`src/rtl/sram_port_initiator.sv`:
```
`default_nettype none
// +--------------------------------------------------------------------------+
// | sram_port_initiator: request-side controller for one SRAM macro port,   |
// | credit-limited read response FIFO. Optional: SRAM_PORT_STATS_EN.         |
// | Revision: 1.0                                                            |
// +--------------------------------------------------------------------------+
module sram_port_initiator #(
  parameter int ADDR_W       = 6,
  parameter int DATA_W       = 8,
  parameter int READ_LATENCY = 1,
  parameter int RSP_DEPTH    = 2
) (
  input  logic              CLK,
  input  logic              RSTN,
  input  logic              REQ_VALID,
  output logic              REQ_READY,
  input  logic              REQ_WE,
  input  logic [ADDR_W-1:0] REQ_ADDR,
  input  logic [DATA_W-1:0] REQ_DATA,
  input  logic [DATA_W-1:0] REQ_MASK,
  output logic              RSP_VALID,
  input  logic              RSP_READY,
  output logic [DATA_W-1:0] RSP_DATA,
  output logic              CE,
  output logic              WE,
  output logic [ADDR_W-1:0] A,
  output logic [DATA_W-1:0] D,
  output logic [DATA_W-1:0] WEM,
  input  logic [DATA_W-1:0] Q
`ifdef SRAM_PORT_STATS_EN
  ,
  output logic [15:0]       RD_CNT,
  output logic [15:0]       WR_CNT,
  output logic [15:0]       STALL_CNT
`endif
);

  localparam int PTR_W = (RSP_DEPTH > 1) ? $clog2(RSP_DEPTH) : 1;
  localparam int CNT_W = $clog2(RSP_DEPTH + 1);
  localparam int OCC_W = $clog2(RSP_DEPTH + READ_LATENCY + 2);

  logic                    w_accept;
  logic                    w_push;
  logic                    w_pop;
  logic                    w_credit_ok;
  logic [OCC_W-1:0]        w_occ;
  logic                    r_rd_issue;
  logic [READ_LATENCY-1:0] r_rd_pipe;
  logic [DATA_W-1:0]       r_fifo [RSP_DEPTH];
  logic [PTR_W-1:0]        r_wr_ptr;
  logic [PTR_W-1:0]        r_rd_ptr;
  logic [CNT_W-1:0]        r_fifo_cnt;

  // Every read holds a credit from acceptance until its response is popped.
  always_comb begin
    w_occ = OCC_W'(r_fifo_cnt) + OCC_W'(r_rd_issue);
    for (int i = 0; i < READ_LATENCY; i++) begin
      w_occ = w_occ + OCC_W'(r_rd_pipe[i]);
    end
  end

  assign w_credit_ok = (w_occ < OCC_W'(RSP_DEPTH));
  assign REQ_READY   = RSTN & w_credit_ok;
  assign w_accept    = REQ_VALID & REQ_READY;
  assign w_push      = r_rd_pipe[READ_LATENCY-1];
  assign RSP_VALID   = (r_fifo_cnt != '0);
  assign w_pop       = RSP_VALID & RSP_READY;
  assign RSP_DATA    = r_fifo[r_rd_ptr];

  always_ff @(posedge CLK) begin
    if (!RSTN) begin
      CE         <= 1'b0;
      WE         <= 1'b0;
      A          <= '0;
      D          <= '0;
      WEM        <= '0;
      r_rd_issue <= 1'b0;
    end else begin
      CE         <= w_accept;
      WE         <= w_accept & REQ_WE;
      r_rd_issue <= w_accept & ~REQ_WE;
      if (w_accept) begin
        A   <= REQ_ADDR;
        D   <= REQ_DATA;
        WEM <= REQ_MASK;
      end
    end
  end

  generate
    if (READ_LATENCY == 1) begin : g_pipe_one
      always_ff @(posedge CLK) begin
        if (!RSTN) r_rd_pipe <= '0;
        else       r_rd_pipe <= r_rd_issue;
      end
    end else begin : g_pipe_multi
      always_ff @(posedge CLK) begin
        if (!RSTN) r_rd_pipe <= '0;
        else       r_rd_pipe <= {r_rd_pipe[READ_LATENCY-2:0], r_rd_issue};
      end
    end
  endgenerate

  function automatic logic [PTR_W-1:0] ptr_inc(input logic [PTR_W-1:0] p);
    return (p == PTR_W'(RSP_DEPTH - 1)) ? '0 : p + PTR_W'(1);
  endfunction

  // When full, a simultaneous pop frees the slot the push overwrites.
  always_ff @(posedge CLK) begin
    if (!RSTN) begin
      r_wr_ptr   <= '0;
      r_rd_ptr   <= '0;
      r_fifo_cnt <= '0;
      for (int i = 0; i < RSP_DEPTH; i++) r_fifo[i] <= '0;
    end else begin
      if (w_push) begin
        r_fifo[r_wr_ptr] <= Q;
        r_wr_ptr         <= ptr_inc(r_wr_ptr);
      end
      if (w_pop) r_rd_ptr <= ptr_inc(r_rd_ptr);
      case ({w_push, w_pop})
        2'b10:   r_fifo_cnt <= r_fifo_cnt + CNT_W'(1);
        2'b01:   r_fifo_cnt <= r_fifo_cnt - CNT_W'(1);
        default: r_fifo_cnt <= r_fifo_cnt;
      endcase
    end
  end

`ifdef SRAM_PORT_STATS_EN
  always_ff @(posedge CLK) begin
    if (!RSTN) begin
      RD_CNT    <= '0;
      WR_CNT    <= '0;
      STALL_CNT <= '0;
    end else begin
      if (w_accept && !REQ_WE && (RD_CNT != 16'hFFFF))   RD_CNT    <= RD_CNT + 16'd1;
      if (w_accept && REQ_WE && (WR_CNT != 16'hFFFF))    WR_CNT    <= WR_CNT + 16'd1;
      if (REQ_VALID && !REQ_READY && (STALL_CNT != 16'hFFFF)) STALL_CNT <= STALL_CNT + 16'd1;
    end
  end
`endif

endmodule
`default_nettype wire
```
`config.mk`:
```
export PLATFORM = sky130hd
export DESIGN_NAME = sram_port_initiator
export DESIGN_NICKNAME = d
export VERILOG_FILES = /design/src/rtl/sram_port_initiator.sv
export SDC_FILE = /design/constraint.sdc
export NUM_CORES = 1
export LEC_CHECK = 0
export ABC_AREA = 1
export BUFFER_PORTS_ARGS = -buffer_cell sky130_fd_sc_hd__buf_2
export CORE_UTILIZATION = 38
export CTS_CLUSTER_DIAMETER = 150
export CTS_CLUSTER_SIZE = 30
export DETAILED_ROUTE_END_ITERATION = 12
export GPL_TIMING_DRIVEN = 0
export HOLD_SLACK_MARGIN = 0.1
export PLACE_DENSITY = 0.62
export SYNTH_ARGS = -nofsm -noshare
export SYNTH_HDL_FRONTEND = slang
export SYNTH_SLANG_ARGS = --single-unit
```
`constraint.sdc`:
```
create_clock -name CLK -period 2.35 [get_ports CLK]
set_input_delay 0.5875 -clock CLK [delete_from_list [all_inputs] [get_ports CLK]]
set_output_delay 0.5875 -clock CLK [all_outputs]
set_load 0.02 [all_outputs]
```
==> results.py <==
metrics = {
    "outcome": {
        "status": "finished clean",
    },
    "setup_path": {
        "crit_path_top_delay_cell": "mux2_2",
        "cp.arrival_ns": 1.54,
        "worst_setup_path_end_kind": "primary output",
        "critical_path.max_stage_delay_ns": 0.40,
        "critPathLaunchType": "register",
        "crit_required_ns": 1.76,
        "crit_type": "reg -> out",
        "crit_chain": "clkbuf_1 -> mux2_2 -> buf_2",
        "cp_max_fo": 8,
    },
    "final_layout": {
        "diodes": 0,
        "drive_gt1_share_pct": 29.6,
        "nets": 350,
        "final_common_cell": "buf_2",
        "final_cell_mix": "buf_2, nor2_1, nand2_1",
        "fillerInstances": 498,
        "utilization_pct": 51.4,
        "area_delta_synth_final_pct": 27.0,
    },
    "yosys": {
        "ys_warn_count": 0,
        "ys_ff_latch": 47,
        "synth_area_um2": 1950,
        "synth_fp_nets": 276,
        "async_flop_share_pct": 0,
        "ys_seq_area_share_pct": 56.5,
        "ys_types": 20,
        "syn-instance-count": 239,
        "synth.avg_cell_area_um2": 8.16,
        "synth-edff-count": 16,
        "synth_flop_cell": "dfxtp_1",
    },
    "clock_tree": {
        "path_clk_slew_ns": 0.09,
        "post_cts_buffers": 0,
        "ctsHoldBuffers": 0,
        "clk_latency_ns": 0.30,
        "cts_inserted_buffers": 5,
        "numClockSinks": 47,
        "cts_tree": "yes",
        "cts_root_buf": "clkbuf_8",
        "cts_resized": 0,
        "htreeDepth": 2,
        "cts.path.max_buffers": 2,
    },
    "sta": {
        "clock.fmax_ghz": 0.470,
        "final-setup-viol-count": 0,
        "slew_violations": 0,
        "min_period_ns": 2.13,
        "tightest_slew_ns": 0.460,
        "hold_violations": 0,
        "finClkSkew_ns": 0.00633,
        "setup_tns_ns": 0,
        "fin_crit_sh_pct": 90.5,
        "max-slew-margin-rel_pct": 69.3,
        "rsz0062_at_grt": "false",
    },
    "placed_design": {
        "port_buffers": 67,
        "dp_hpwl_mm": 2.68,
        "gp_congestion": 0.680,
    },
    "detailed_routing": {
        "final_antenna_net_count": 0,
        "drc": 0,
        "wl_per_cell_um": 9.86,
        "via_per_inst": 4.19,
        "routed_wl_mm": 3.76,
        "drtIter0Drc": 64,
        "dr_total_vias": 1597,
        "dr.pass1.iters": 4,
    },
    "floorplan": {
        "fp-row-count": 25,
        "chipWidth_um": 73.6,
        "ios": 69,
        "initial_core_util_pct": 40.5,
        "dieArea_um2": 5420,
        "chipHeight_um": 73.6,
        "core_um2": 4820,
    },
    "power_and_ir_drop": {
        "power_density_nw_per_um2": 699,
        "ir_drop_v": 0.000349,
        "power.internal_mw": 1.29,
        "power_frac_comb_pct": 14.6,
        "leakage_nw": 1.36,
        "clockPowerShare_pct": 33.3,
        "p_seq_share_pct": 52.1,
        "power_switching_mw": 0.439,
        "p_sw_share_pct": 25.4,
    },
    "grt": {
        "busiest_layer": "met2",
        "antenna_found_initial": 0,
        "grtUsageMet1_pct": 16.9,
        "grt_max_degree": 15,
        "grt-ovfl-total": 0,
        "grt_pass1_wl_mm": 6.09,
        "grt.total_usage_pct": 14.9,
        "grt_pass1_vias": 1462,
        "met3_usage_pct": 5.76,
        "grt.met2_usage_pct": 25.1,
    },
    "flow_run": {
        "drv_cap": 0,
    },
    "hold_path": {
        "hold_class": "reg -> reg",
    },
}
[cell usage after synthesis (2+ instances only)]
cell	count	area (um2)
mux2_2	8	90.1
dfxtp_1	31	621
nor2_1	68	255
nand2_1	56	210
clkbuf_1	2	7.51
buf_2	4	20.0
buf_4	3	22.5
edfxtp_1	16	480
inv_1	37	139
ha_1	2	25.0
nand3_1	2	10.0
nand4_1	2	12.5
[power by group through the flow]
stage | Clock, mW | Sequential, mW | Combinational [mW]
after floorplan | 0 | 0.954 | 0.132
after global placement | 0 | 0.919 | 0.254
after detailed placement | 0 | 0.921 | 0.255
after CTS | 0.594 | 0.902 | 0.257
after global routing | 0.626 | 0.908 | 0.283
final | 0.577 | 0.902 | 0.252
[final timing paths]
kind / start / endpoint / slack (ns) / depth (start not counted)
hold / removal: r_rd_issue / r_rd_pipe / 0.44 / 2
hold reg to reg: r_rd_issue / r_rd_pipe / 0.44 / 2
setup reg to reg: r_rd_pipe / r_fifo[0][0] / 0.85 / 4
setup / recovery: register / RSP_DATA[7] / 0.22 / 3
[registers in the layout, indices dropped and copies added (netlist names), named ones only]
name / flops
D: 8
A: 6
WEM: 8
r_rd_ptr: 1
CE: 1
r_wr_ptr: 1
r_rd_issue: 1
r_fifo_cnt: 2
WE: 1
r_fifo: 16
r_rd_pipe: 1
[final cells by class]
class	instances	area (um2)	area share (%)
inverter	38	143	5.76
clock buffer	5	68.8	2.78
tap	67	83.8	3.39
clock inverter	3	38.8	1.57
timing repair buffer	67	335	13.5
sequential	47	1100	44.5
buffer	10	61.3	2.48
multi-input combinational	144	644	26.0
[critical path, delay by kind of cell (launching register included)]
kind,cells,cell delay [ns]
buf+inv,2,0.53
flops,1,0.32
mux,1,0.40
[logic make-up after synthesis]
family	count (synthesis)	synth area share, %
compound gates	4	1.22
buf+inv	48	10.5
mux	8	4.62
flops	47	56.5
fa+ha+maj	2	1.28
simple gates	130	25.9
[metrics by stage]
stage | hold WS [ns] | instances | setup WS, ns | cell area (um2) | power, mW
2_1_floorplan | 0.413 | 239 | 0.640 | 1950 | 1.09
3_3_place_gp | 0.426 | 373 | 0.425 | 2370 | 1.17
3_5_place_dp | 0.436 | 373 | 0.380 | 2370 | 1.18
4_1_cts | 0.445 | 381 | 0.200 | 2480 | 1.75
5_1_grt | 0.455 | 381 | 0.130 | 2480 | 1.82
6_report | 0.442 | 381 | 0.223 | 2480 | 1.73
[per-layer routing]
layer	vias to the layer above	wire [um]
met2	52	1690
met1	679	1680
met5	-	0
li1	859	-
met4	0	61
met3	7	323
(Power assumes the default switching activity.)
